$ cat src/rtl/inst_fetch.sv
// Instruction fetch: owns the PC, drives the ROM and buffers {pc, inst} for ID.
// Define IFETCH_ALIGN_CHK_EN to trap misaligned fetches and halt until flush.
module inst_fetch #(
  parameter logic [31:0] RESET_PC  = 32'h0000_0000,
  parameter int          BUF_DEPTH = 2
) (
  input  logic        clk,
  input  logic        rst,
  input  logic        stall,
  input  logic        flush,
  input  logic [31:0] new_pc,
  input  logic        branch_flag,
  input  logic [31:0] branch_target,
  output logic        rom_ce,
  output logic [31:0] rom_addr,
  input  logic [31:0] rom_inst,
  output logic        if_valid,
  output logic [31:0] if_pc,
  output logic [31:0] if_inst,
  output logic        if_exc,
  input  logic        id_ready
);

  localparam int AW = $clog2(BUF_DEPTH);
  localparam int CW = AW + 1;

  logic [31:0]   pc_q, pc_d;
  logic [31:0]   tgt_q, tgt_d;
  logic          ce_q, ce_d;
  logic          sp_q, sp_d;
  logic [AW-1:0] rd_q, rd_d;
  logic [AW-1:0] wr_q, wr_d;
  logic [AW-1:0] rd_pop;
  logic [CW-1:0] cnt_q, cnt_d;
  logic [CW-1:0] cnt_rem;

  logic [31:0] mpc_q   [BUF_DEPTH];
  logic [31:0] minst_q [BUF_DEPTH];
  logic        mexc_q  [BUF_DEPTH];

  logic [31:0] hpc_q, hpc_d;
  logic [31:0] hinst_q, hinst_d;
  logic        hexc_q, hexc_d;

  logic        pop, fire, we, mis;
  logic [31:0] f_inst;

  assign pop     = (cnt_q != '0) & id_ready;
  assign cnt_rem = cnt_q - CW'(pop);
  assign rd_pop  = rd_q + AW'(pop);
  assign fire    = ce_q & ~stall & ~flush
                 & (cnt_rem < CW'(BUF_DEPTH));
  assign f_inst  = mis ? 32'h0 : rom_inst;

`ifdef IFETCH_ALIGN_CHK_EN
  logic halt_q, halt_d;

  assign mis = pc_q[1:0] != 2'b00;

  always_comb begin
    halt_d = halt_q;
    if (flush)
      halt_d = 1'b0;
    else if (fire & mis)
      halt_d = 1'b1;
    ce_d = ~halt_d;
  end

  always_ff @(posedge clk or negedge rst) begin
    if (!rst) halt_q <= 1'b0;
    else      halt_q <= halt_d;
  end
`else
  assign mis  = 1'b0;
  assign ce_d = 1'b1;
`endif

  always_comb begin
    pc_d  = pc_q;
    tgt_d = tgt_q;
    sp_d  = sp_q;
    rd_d  = rd_pop;
    wr_d  = wr_q;
    cnt_d = cnt_rem;
    we    = 1'b0;
    unique case (1'b1)
      flush: begin
        rd_d  = rd_q;
        wr_d  = rd_q;
        cnt_d = '0;
        pc_d  = new_pc;
        sp_d  = 1'b0;
      end
      (~flush & stall): begin
        pc_d = pc_q;
      end
      (~flush & ~stall & branch_flag): begin
        pc_d = branch_target;
        sp_d = 1'b0;
        if (cnt_rem != '0) begin
          // keep only the oldest entry: it is the delay slot
          cnt_d = CW'(1);
          wr_d  = rd_pop + AW'(1);
        end else if (fire) begin
          we    = 1'b1;
          wr_d  = wr_q + AW'(1);
          cnt_d = CW'(1);
        end else begin
          pc_d  = pc_q + 32'd4;
          sp_d  = 1'b1;
          tgt_d = branch_target;
        end
      end
      (~flush & ~stall & ~branch_flag): begin
        if (fire) begin
          we    = 1'b1;
          wr_d  = wr_q + AW'(1);
          cnt_d = cnt_rem + CW'(1);
          pc_d  = sp_q ? tgt_q : pc_q + 32'd4;
          sp_d  = 1'b0;
        end
      end
    endcase
  end

  always_comb begin
    hpc_d   = hpc_q;
    hinst_d = hinst_q;
    hexc_d  = hexc_q;
    if (!flush && cnt_d != '0) begin
      if (cnt_rem != '0) begin
        hpc_d   = mpc_q[rd_pop];
        hinst_d = minst_q[rd_pop];
        hexc_d  = mexc_q[rd_pop];
      end else begin
        hpc_d   = pc_q;
        hinst_d = f_inst;
        hexc_d  = mis;
      end
    end
  end

  always_ff @(posedge clk or negedge rst) begin
    if (!rst) begin
      pc_q    <= RESET_PC;
      tgt_q   <= 32'h0;
      ce_q    <= 1'b0;
      sp_q    <= 1'b0;
      rd_q    <= '0;
      wr_q    <= '0;
      cnt_q   <= '0;
      hpc_q   <= 32'h0;
      hinst_q <= 32'h0;
      hexc_q  <= 1'b0;
    end else begin
      pc_q    <= pc_d;
      tgt_q   <= tgt_d;
      ce_q    <= ce_d;
      sp_q    <= sp_d;
      rd_q    <= rd_d;
      wr_q    <= wr_d;
      cnt_q   <= cnt_d;
      hpc_q   <= hpc_d;
      hinst_q <= hinst_d;
      hexc_q  <= hexc_d;
    end
  end

  always_ff @(posedge clk) begin
    if (we) begin
      mpc_q[wr_q]   <= pc_q;
      minst_q[wr_q] <= f_inst;
      mexc_q[wr_q]  <= mis;
    end
  end

  assign rom_ce   = ce_q;
  assign rom_addr = pc_q;
  assign if_valid = cnt_q != '0;
  assign if_pc    = hpc_q;
  assign if_inst  = hinst_q;
  assign if_exc   = hexc_q;

endmodule
$ cat config.mk
export PLATFORM = sky130hd
export DESIGN_NAME = inst_fetch
export DESIGN_NICKNAME = d
export VERILOG_FILES = /design/src/rtl/inst_fetch.sv
export SDC_FILE = /design/constraint.sdc
export NUM_CORES = 1
export LEC_CHECK = 0
export CAP_MARGIN = 20
export CORE_MARGIN = 10
export CORE_UTILIZATION = 25
export CTS_BUF_LIST = sky130_fd_sc_hd__clkbuf_8
export DETAILED_ROUTE_END_ITERATION = 16
export PLACE_DENSITY_LB_ADDON = 0.25
export SETUP_SLACK_MARGIN = 0.3
export SYNTH_ARGS = -nofsm -noshare
export SYNTH_HDL_FRONTEND = slang
export SYNTH_SLANG_ARGS = --single-unit
$ cat constraint.sdc
create_clock -name clk -period 7 [get_ports clk]
set_clock_uncertainty 0.05 [all_clocks]
set_input_delay 0.7 -clock clk [delete_from_list [all_inputs] [get_ports clk]]
set_output_delay 0.7 -clock clk [all_outputs]
set_load 0.005 [all_outputs]
==> out/qor.yml, run 1 <==
routing:
  drc: 0
  vias: 8776
  routed_wl_um: 38200
  antenna_violating_nets_remaining: 0
  drt-initial-drc-count: 569
  detailedRoute.firstPassIterationCount: 8
  routedWlPerCell_um: 20.97
  viasPerCell: 4.817
floorplan:
  die_height_um: 236.2
  top_level_ports: 201
  fp.dieW_um: 236.2
  initial_core_util_pct: 25.20
  core_region_area_sq_um: 46360
  die_area_sq_um: 55780
  placementRows: 79
global_routing:
  global_route.overflow_total: 0
  grt_start_max_net_pins: 80
  initial_antenna_violation_count: 6
  grt_pass1_vias: 8975
  grt_usage_pct: 13.28
  grt_first_pass_wirelength_um: 57700
yosys:
  post_synth_instance_area_sq_um: 11680
  synth.distinct_cells: 72
  synthArstFlopShare_pct: 51.15
  synth-main-ff-cell: "dfrtp_1"
  synth_cells: 975
  synth-adder-area-share_pct: 0.3213
  yosysTopAreaCell: "edfxtp_1"
  synth_sequential_area_ratio_pct: 61.60
  postSynthAreaPerCell_sq_um: 11.98
  synth_edf_count: 128
  synthTopCellsByArea: "edfxtp_1 33%, dfrtp_1 29%, a211oi_1 4.3%, nor2b_1 3.6%, o21ai_0 3.3%"
  synth_mux_area_share_pct: 3.256
  warning_count_from_the_yosys_run: 0
  synth-xor-area-share_pct: 0.3641
  largest_family_of_logic_cells_by_synthesized_area: "compound AO/OA/AOI/OAI gates"
  synth.net_count: 1080
  synth_seq_cells: 262
  synth_simple_gate_area_share_pct: 10.59
  netlist.area_leader.share_pct: 32.90
  synth-compound-area-share_pct: 19.79
timing:
  worst_pin_slew_ns: 1.003
  setup_total_negative_slack_ns: 0
  finalHoldViolCount: 0
  final_max_slew_viol_count: 0
  final.period_utilization_pct: 65.62
  slew_headroom_pct: 32.86
  period_needed_ns: 4.594
  fin_worst_hold_slack_ns: 0.1030
  setup-violations-final: 0
  rsz0062_at_grt: "false"
  max_freq_ghz: 0.2177
power_and_ir_drop:
  cellLeakagePower_nw: 5.506
  powerDensity_nw_per_um2: 362.5
  worst_ir_drop_vdd_v: 0.0001421
finish:
  layout.nets: 1277
  fillCellCount: 4723
  layout-drive-gt1-share_pct: 11.89
  flow.area_growth_from_synthesis_pct: 29.80
run_status:
  outcome: "complete, no violations"
worst_setup_path:
  worstPathArrival_ns: 5.06
  timing.critical_path.required_ns: 7.46
  worst-path-max-fanout: 40
  endpoint_kind: "flop"
  worst_setup_path_class: "reg2reg"
  r2r.worst_path.cells: 11
  crit_path_launch_type: "flop"
flow_run:
  maxCapViolCount: 0
cts:
  cts_made_buffers: 48
  tritoncts: "done"
  holdBufCountCts: 0
  post-cts-setup-buffers: 0
  clkLatencyLatePin_ns: 0.60
  cts-htree-levels: 2
  max-clock-path-buffers: 3
  post_cts_resized: 0
  clkSinkCount: 262
  worst_setup_hold_path_clk_slew_ns: 0.06
  ctsRootBufferMaster: "clkbuf_8"
place:
  hpwl_um: 24830
  portBuffers: 199
  gp_weighted_congestion: 0.7625
worst_hold_path:
  hp-class: "in2async"
[worst paths after layout]
kind / slack [ns] / start / to
setup / recovery: 2.41 / cnt_q[1] / if_inst[9]
hold / removal: 0.10 / rst / if_inst[2]
setup reg to reg: 2.41 / cnt_q[1] / if_inst[9]
hold reg to reg: 0.43 / if_inst[3] / if_inst[3]
max in group asynchronous: 5.39 / rst / if_inst[9]
min in group clk: 0.43 / if_inst[3] / if_inst[3]
[per-layer routing]
metal  share of wire [%]  routed length, um  GRT usage (%)
met1                  44              16910          16.71
met2                  46              17660          21.03
met3                 7.3               2790          4.486
met4                 2.1                818          4.304
met5               0.063                 24              0
[synth_stat cells, types with 6 or more instances]
master,instances
a22o_1,20
nand3_1,17
dfrtp_1,134
inv_1,20
mux2_2,32
a211oi_1,67
edfxtp_1,128
o21ai_0,77
o22ai_1,8
a222oi_1,18
o31a_1,6
buf_6,11
clkbuf_1,33
buf_2,21
o21ai_1,76
a21oi_1,27
nor2b_1,67
nor2_1,14
o31ai_1,9
nor3_1,8
nand2_1,89
o41ai_1,8
[layout by cell type (no fill, tap or decap), types with 3 or more instances in the layout]
| master | instances |
|---|---|
| a222oi_1 | 18 |
| nand3_1 | 17 |
| o31ai_1 | 9 |
| clkinv_2 | 7 |
| nor2b_1 | 67 |
| o21ai_0 | 77 |
| nor2_1 | 14 |
| nor4_1 | 3 |
| nand4_1 | 4 |
| dfrtp_1 | 134 |
| o31a_1 | 6 |
| nand2b_1 | 3 |
| mux2_2 | 32 |
| nor3_1 | 7 |
| clkbuf_8 | 53 |
| o22ai_1 | 8 |
| a22o_1 | 20 |
| a211oi_1 | 67 |
| o41ai_1 | 8 |
| a31oi_1 | 3 |
| inv_1 | 41 |
| o21ai_1 | 76 |
| clkdlybuf4s50_1 | 198 |
| a221o_1 | 3 |
| clkinv_1 | 5 |
| a21oi_1 | 27 |
| edfxtp_1 | 128 |
| ha_1 | 3 |
| o2bb2ai_1 | 5 |
| or2_2 | 5 |
| buf_4 | 18 |
| nand2_1 | 88 |
| diode_2 | 4 |
[cell families after synthesis]
| family | count (synthesis) |
|---|---|
| multiplexers | 34 |
| flip-flops | 262 |
| AO/OA/AOI/OAI | 349 |
| buffers and inverters | 91 |
| XOR/XNOR | 4 |
| adder cells (fa/ha/maj) | 3 |
| other | 2 |
| AND/OR/NAND/NOR | 230 |
[area by class of cell]
type / instances / area (sq um) / share of cell area (%)
antenna: 4 / 10.01 / 0.06600
tap: 607 / 759.5 / 5.008
sequential: 262 / 7197 / 47.45
inverter: 20 / 75.07 / 0.4950
multi-input combinational: 622 / 4078 / 26.89
timing repair buffer: 218 / 2140 / 14.11
clock inverter: 36 / 177.7 / 1.172
clock buffer: 53 / 729.5 / 4.810
[power by group]
part | leakage (nW) | switching (mW) | internal [mW]
logic | 2.16 | 0.997 | 0.838
clock network | 0.543 | 0.658 | 0.731
registers | 2.80 | 0.272 | 2.00
[registers in the layout (all words and copies together), names as in the netlist]
register / cells
cnt_q: 2
if_inst: 32
if_pc: 32
minst_q: 64
mpc_q: 64
rd_q: 1
rom_addr: 32
rom_ce: 1
sp_q: 1
tgt_q: 32
wr_q: 1
[per-stage QoR]
step	setup slack, ns	instance area, sq um	power, mW	instances	utilization (%)
3_5_place_dp	1.838	14250	4.204	1729	30.74
2_1_floorplan	0.2983	11690	3.275	975	-
5_1_grt	2.001	15160	5.877	1819	32.70
4_1_cts	2.346	15160	5.633	1818	32.69
6_report	2.406	15170	5.498	1822	32.71
3_3_place_gp	2.020	14240	4.163	1728	30.71
[critical path: stages, from the launching register on]
cell and delay [ns]:
dfrtp_1 0.43, o21ai_2 0.32, inv_1 0.08, ha_1 0.22, xnor2_2 0.62, nand3_1 0.39, ha_1 0.38, o31ai_1 0.53
o21a_2 0.67, buf_4 0.55, nand2_1 0.12, o21ai_1 0.09
No activity file was read; power rests on OpenSTA's default activity.
==> run 2: changes to the inputs <==
- clock period: 7 -> 4.72 ns (I/O delays scaled with it)
==> run 2 against run 1 <==
Count of clock-buffer cells in the layout grew 2. Total power grew 49%. Highest routed layer unchanged. Worst setup slack lost 1.6 ns. Sequential power grew 48%. Wire length grew 1.4%. Via count shrank 0.50%. Sequential share of layout area shrank 0.50 points. Worst hold slack gained 0.32 ns. Critical path type unchanged. Global-route usage grew 0.21 points. Fmax grew 19%.
==> out/qor.yml, run 2 (synthesis results as in run 1) <==
routing:
  drc: 0
  antenna_violating_nets_remaining: 0
  viasPerCell: 4.766
  routed_wl_um: 38750
  vias: 8732
  drt-initial-drc-count: 644
  detailedRoute.firstPassIterationCount: 6
  routedWlPerCell_um: 21.15
run_status:
  outcome: "complete, no violations"
cts:
  clkLatencyLatePin_ns: 0.60
  ctsRootBufferMaster: "clkbuf_8"
  clkSinkCount: 262
  tritoncts: "done"
  max-clock-path-buffers: 3
  cts-htree-levels: 2
  post-cts-setup-buffers: 0
  worst_setup_hold_path_clk_slew_ns: 0.06
  cts_made_buffers: 49
worst_setup_path:
  worst-path-max-fanout: 26
  crit_path_launch_type: "flop"
  cp_slowest_stage_delay_ns: 0.63
  worst_path_max_delay_cell: "xnor2_2"
  worst_setup_path_class: "reg2reg"
  endpoint_kind: "flop"
  cpLargestDelayFamily: "compound AO/OA/AOI/OAI gates"
  cp_num_buf_inv: 3
  timing.critical_path.required_ns: 5.19
  worstPathArrival_ns: 4.33
  crit_path_cell_chain: "o21ai_2 > inv_1 > ha_1 > xnor2_2 > nand3_1 > buf_4 > ha_1 > o31ai_1 > o21a_2 > buf_4 > nand2_1 > o21ai_1"
timing:
  finalHoldViolCount: 0
  max_freq_ghz: 0.2588
  worst_pin_slew_ns: 0.9640
  period_needed_ns: 3.864
  finalWorstSetupSlack_ns: 0.8557
  fin_worst_hold_slack_ns: 0.4279
  final.period_utilization_pct: 81.87
  setup_total_negative_slack_ns: 0
  final_max_slew_viol_count: 0
  rsz0062_at_grt: "false"
  setup-violations-final: 0
  slew_headroom_pct: 35.46
global_routing:
  grt_first_pass_wirelength_um: 58250
  initial_antenna_violation_count: 2
  global_route.overflow_total: 0
  grt_start_max_net_pins: 129
  grt_usage_pct: 13.49
  grt_pass1_vias: 8800
power_and_ir_drop:
  worst_ir_drop_vdd_v: 0.0002123
  powerDensity_nw_per_um2: 536.1
  switchingPower_mw: 2.894
  cellLeakagePower_nw: 5.599
  internal_power_of_the_cells_mw: 5.323
  switching_share_pct: 35.22
  p_clk_share_pct: 24.8
  seqPwrFrac_pct: 41.0
  share_of_power_burned_in_combinational_logic_pct: 34.2
  totalPowerFinal_mw: 8.217
finish:
  most_common_cell_after_layout_fill_and_taps_aside: "clkdlybuf4s50_1"
  layout.nets: 1292
  top_regs: "minst_q: 64 flops, mpc_q: 64 flops"
  stdcell_count: 1832
  layout-drive-gt1-share_pct: 12.75
  final_design_area_no_fill_sq_um: 15330
  utilization_after_layout_pct: 33.06
  layout_common_cells: "198 x clkdlybuf4s50_1, 134 x dfrtp_1, 128 x edfxtp_1"
  flow.area_growth_from_synthesis_pct: 31.17
floorplan:
  core_region_area_sq_um: 46360
  placementRows: 79
  die_height_um: 236.2
  die_area_sq_um: 55780
  fp.dieW_um: 236.2
  initial_core_util_pct: 25.20
  top_level_ports: 201
place:
  portBuffers: 199
  gp_weighted_congestion: 0.7616
  placed_cells: 1742
  dp_slack_ns: 0.4836
  hpwl_um: 25580
  place_area_sq_um: 14420
flow_run:
  maxCapViolCount: 0
worst_hold_path:
  hp-class: "reg2reg"
run 2: worst paths after layout:
kind                            startpoint     endpoint  slack, ns  depth (start not counted)
worst max-delay path              cnt_q[1]   if_inst[8]       0.86                         12
worst min-delay path            if_inst[0]   if_inst[0]       0.43                          2
worst max register to register    cnt_q[1]   if_inst[8]       0.86                         12
worst min register to register  if_inst[0]   if_inst[0]       0.43                          2
max in group asynchronous              rst    tgt_q[29]       3.12                          3
min in group asynchronous              rst  if_inst[12]       0.44                          2
run 2: power by group through the flow:
stage	combinational (mW)	sequential (mW)	clock [mW]
after floorplan	1.54	3.32	0
after global placement	2.83	3.41	0
after detailed placement	2.88	3.43	0
after CTS	2.89	3.39	2.13
after global routing	3.11	3.44	2.23
final	2.81	3.37	2.04
run 2: cell type report:
class                   instances  area [sq um]
multi-input cells             622          4084
well taps                     607         759.5
repair buffers                232          2318
clock buffers                  55         757.0
diodes                          1         2.502
flip-flops and latches        262          7197
inverters                      20         75.07
clock inverters                33         132.6
fillers                      4684         31030
run 2: what timing repair did:
item / in CTS / in global routing
endpoints found under the hold margin: 63 / 0
resized for setup: 0 / 0
hold buffers: 1 / 0
run 2: worst min-delay path, delay by kind of cell, from the launching register on:
kind | cells | cell delay [ns]
simple gates | 1 | 0.04
compound gates | 1 | 0.06
flops | 1 | 0.34
run 2: layer usage:
metal | global-route usage (%) | vias to the layer above | share of wire [%]
met2 | 21.13 | 226 | 46
met3 | 3.568 | 40 | 5.9
li1 | - | 4122 | -
met1 | 17.80 | 4342 | 46
met5 | 0 | - | 0.034
met4 | 4.285 | 2 | 1.8
==> run 3: changes to the inputs <==
- clock period: 4.72 -> 3.8 ns (I/O delays scaled with it)
==> run 3 against run 2 <==
Global-route usage shrank 0.23 points. Non-clock buffer count grew 4. Critical path depth decreased by 3. Via count increased by 0.32%. Clock power up 30%. Largest cell class unchanged. Count of clock-buffer cells in the layout fell by 2. Critical endpoint is now rom_addr[10]. Largest power group unchanged.
==> out/qor.yml, run 3 (synthesis results as in run 1) <==
finish:
  fillCellCount: 4640
  top_regs: "minst_q: 64 flops, mpc_q: 64 flops"
  layout.nets: 1296
  layout-drive-gt1-share_pct: 13.18
  antenna_cells_inserted: 0
  flow.area_growth_from_synthesis_pct: 32.59
  layout_common_cells: "198 x clkdlybuf4s50_1, 134 x dfrtp_1, 128 x edfxtp_1"
  stdcell_count: 1836
  final_design_area_no_fill_sq_um: 15490
  most_common_cell_after_layout_fill_and_taps_aside: "clkdlybuf4s50_1"
worst_setup_path:
  crit_path_cell_chain: "o21ai_2 > inv_1 > ha_2 > and2b_2 > a211oi_4 > buf_4 > a222oi_1 > a21boi_0 > o21ai_1"
  cp_num_buf_inv: 2
  timing.critical_path.required_ns: 4.27
  crit_path_launch_type: "flop"
  worst_path_max_delay_cell: "a211oi_4"
  worstPathArrival_ns: 3.66
  endpoint_kind: "flop"
  cpLargestDelayFamily: "compound AO/OA/AOI/OAI gates"
  worst-path-max-fanout: 15
  worst_setup_path_class: "reg2reg"
  cp_slowest_stage_delay_ns: 0.81
global_routing:
  grt_usage_pct: 13.27
  grt_first_pass_wirelength_um: 57780
  global_route.overflow_total: 0
  grt_pass1_vias: 9023
  initial_antenna_violation_count: 1
  grt_start_max_net_pins: 72
routing:
  met2WireLength_um: 16860
  top_layer: "met5"
  routedWlPerCell_um: 20.71
  met1_layer_wirelength_in_the_final_routing_um: 17380
  met3_routed_wl_um: 2895
  drc: 0
  drt-initial-drc-count: 603
  routed_wl_um: 38020
  antenna_violating_nets_remaining: 0
  viasPerCell: 4.771
  detailedRoute.firstPassIterationCount: 7
  vias: 8760
power_and_ir_drop:
  worst_ir_drop_vdd_v: 0.0002806
  powerDensity_nw_per_um2: 673.1
  switching_share_pct: 34.78
  p_clk_share_pct: 25.4
  seqPwrFrac_pct: 40.1
  share_of_power_burned_in_combinational_logic_pct: 34.5
  switchingPower_mw: 3.627
  cellLeakagePower_nw: 5.655
  internal_power_of_the_cells_mw: 6.800
floorplan:
  die_height_um: 236.2
  top_level_ports: 201
  die_area_sq_um: 55780
  core_region_area_sq_um: 46360
  initial_core_util_pct: 25.20
  placementRows: 79
  fp.dieW_um: 236.2
cts:
  clkLatencyLatePin_ns: 0.61
  cts-htree-levels: 2
  post-cts-setup-buffers: 0
  clkSinkCount: 262
  ctsRootBufferMaster: "clkbuf_8"
  cts_made_buffers: 49
  tritoncts: "done"
  worst_setup_hold_path_clk_slew_ns: 0.06
  max-clock-path-buffers: 3
place:
  hpwl_um: 24870
  place_area_sq_um: 14540
  placed_cells: 1746
  gp_weighted_congestion: 0.7879
  portBuffers: 199
timing:
  fin_worst_hold_slack_ns: 0.3160
  worst_pin_slew_ns: 1.045
  finalHoldViolCount: 0
  max_freq_ghz: 0.3136
  slew_headroom_pct: 30.07
  period_needed_ns: 3.188
  final_max_slew_viol_count: 0
  setup-violations-final: 0
  setup_total_negative_slack_ns: 0
  final.period_utilization_pct: 83.90
  rsz0062_at_grt: "false"
run_status:
  outcome: "complete, no violations"
flow_run:
  maxCapViolCount: 0
worst_hold_path:
  hp-class: "in2async"
## run 3: layout make-up
type / count / area [sq um] / share of cell area (%)
timing repair buffer: 236 / 2424 / 15.64
tap: 607 / 759.5 / 4.903
clock inverter: 36 / 201.4 / 1.300
sequential: 262 / 7197 / 46.46
multi-input combinational: 622 / 4105 / 26.50
clock buffer: 53 / 729.5 / 4.709
inverter: 20 / 75.07 / 0.4846
## run 3: through the flow
step | total power [mW] | util [%] | setup slack [ns]
6_report | 10.43 | 33.42 | 0.6117
5_1_grt | 11.18 | 33.42 | 0.4077
4_1_cts | 10.68 | 33.39 | 0.4884
3_5_place_dp | 7.940 | 31.36 | 0.2632
3_3_place_gp | 7.879 | 31.36 | 0.2810
2_1_floorplan | 6.046 | - | 0.2162
## run 3: what timing repair did
item	CTS	global route
gates resized for setup	0	1
endpoints found under the hold margin	65	0
hold buffers	1	0
setup endpoints to repair	0	4
## run 3: power groups by stage
stage / Combinational, mW / Clock (mW) / Sequential, mW
3_5_place_dp: 3.69 / 0 / 4.25
3_3_place_gp: 3.65 / 0 / 4.23
6_report: 3.60 / 2.65 / 4.19
4_1_cts: 3.70 / 2.78 / 4.20
5_1_grt: 4.00 / 2.91 / 4.27
2_1_floorplan: 1.92 / 0 / 4.12
## run 3: worst register-to-register path: cells and delay by family, from the launching register on
| kind | cells | cell delay [ns] |
|---|---|---|
| AND/OR/NAND/NOR | 1 | 0.27 |
| adder cells (fa/ha/maj) | 1 | 0.34 |
| AO/OA/AOI/OAI | 5 | 1.64 |
| flip-flops | 1 | 0.46 |
| buffers and inverters | 2 | 0.37 |
## run 3: final timing paths
kind | from | endpoint | slack, ns | cells after the start
max in group asynchronous | rst | if_pc[21] | 2.44 | 3
worst max-delay path | cnt_q[1] | rom_addr[10] | 0.61 | 9
worst min-delay path | rst | tgt_q[15] | 0.32 | 2
worst max register to register | cnt_q[1] | rom_addr[10] | 0.61 | 9
worst min register to register | if_inst[19] | if_inst[19] | 0.43 | 2
min in group clk | rom_inst[13] | minst_q[1][13] | 0.34 | 1
## run 3: per-layer routing
layer,vias to the layer above,GRT usage [%]
met3,45,4.742
li1,4128,-
met1,4312,17.28
met4,2,4.111
met5,-,0
met2,273,20.18
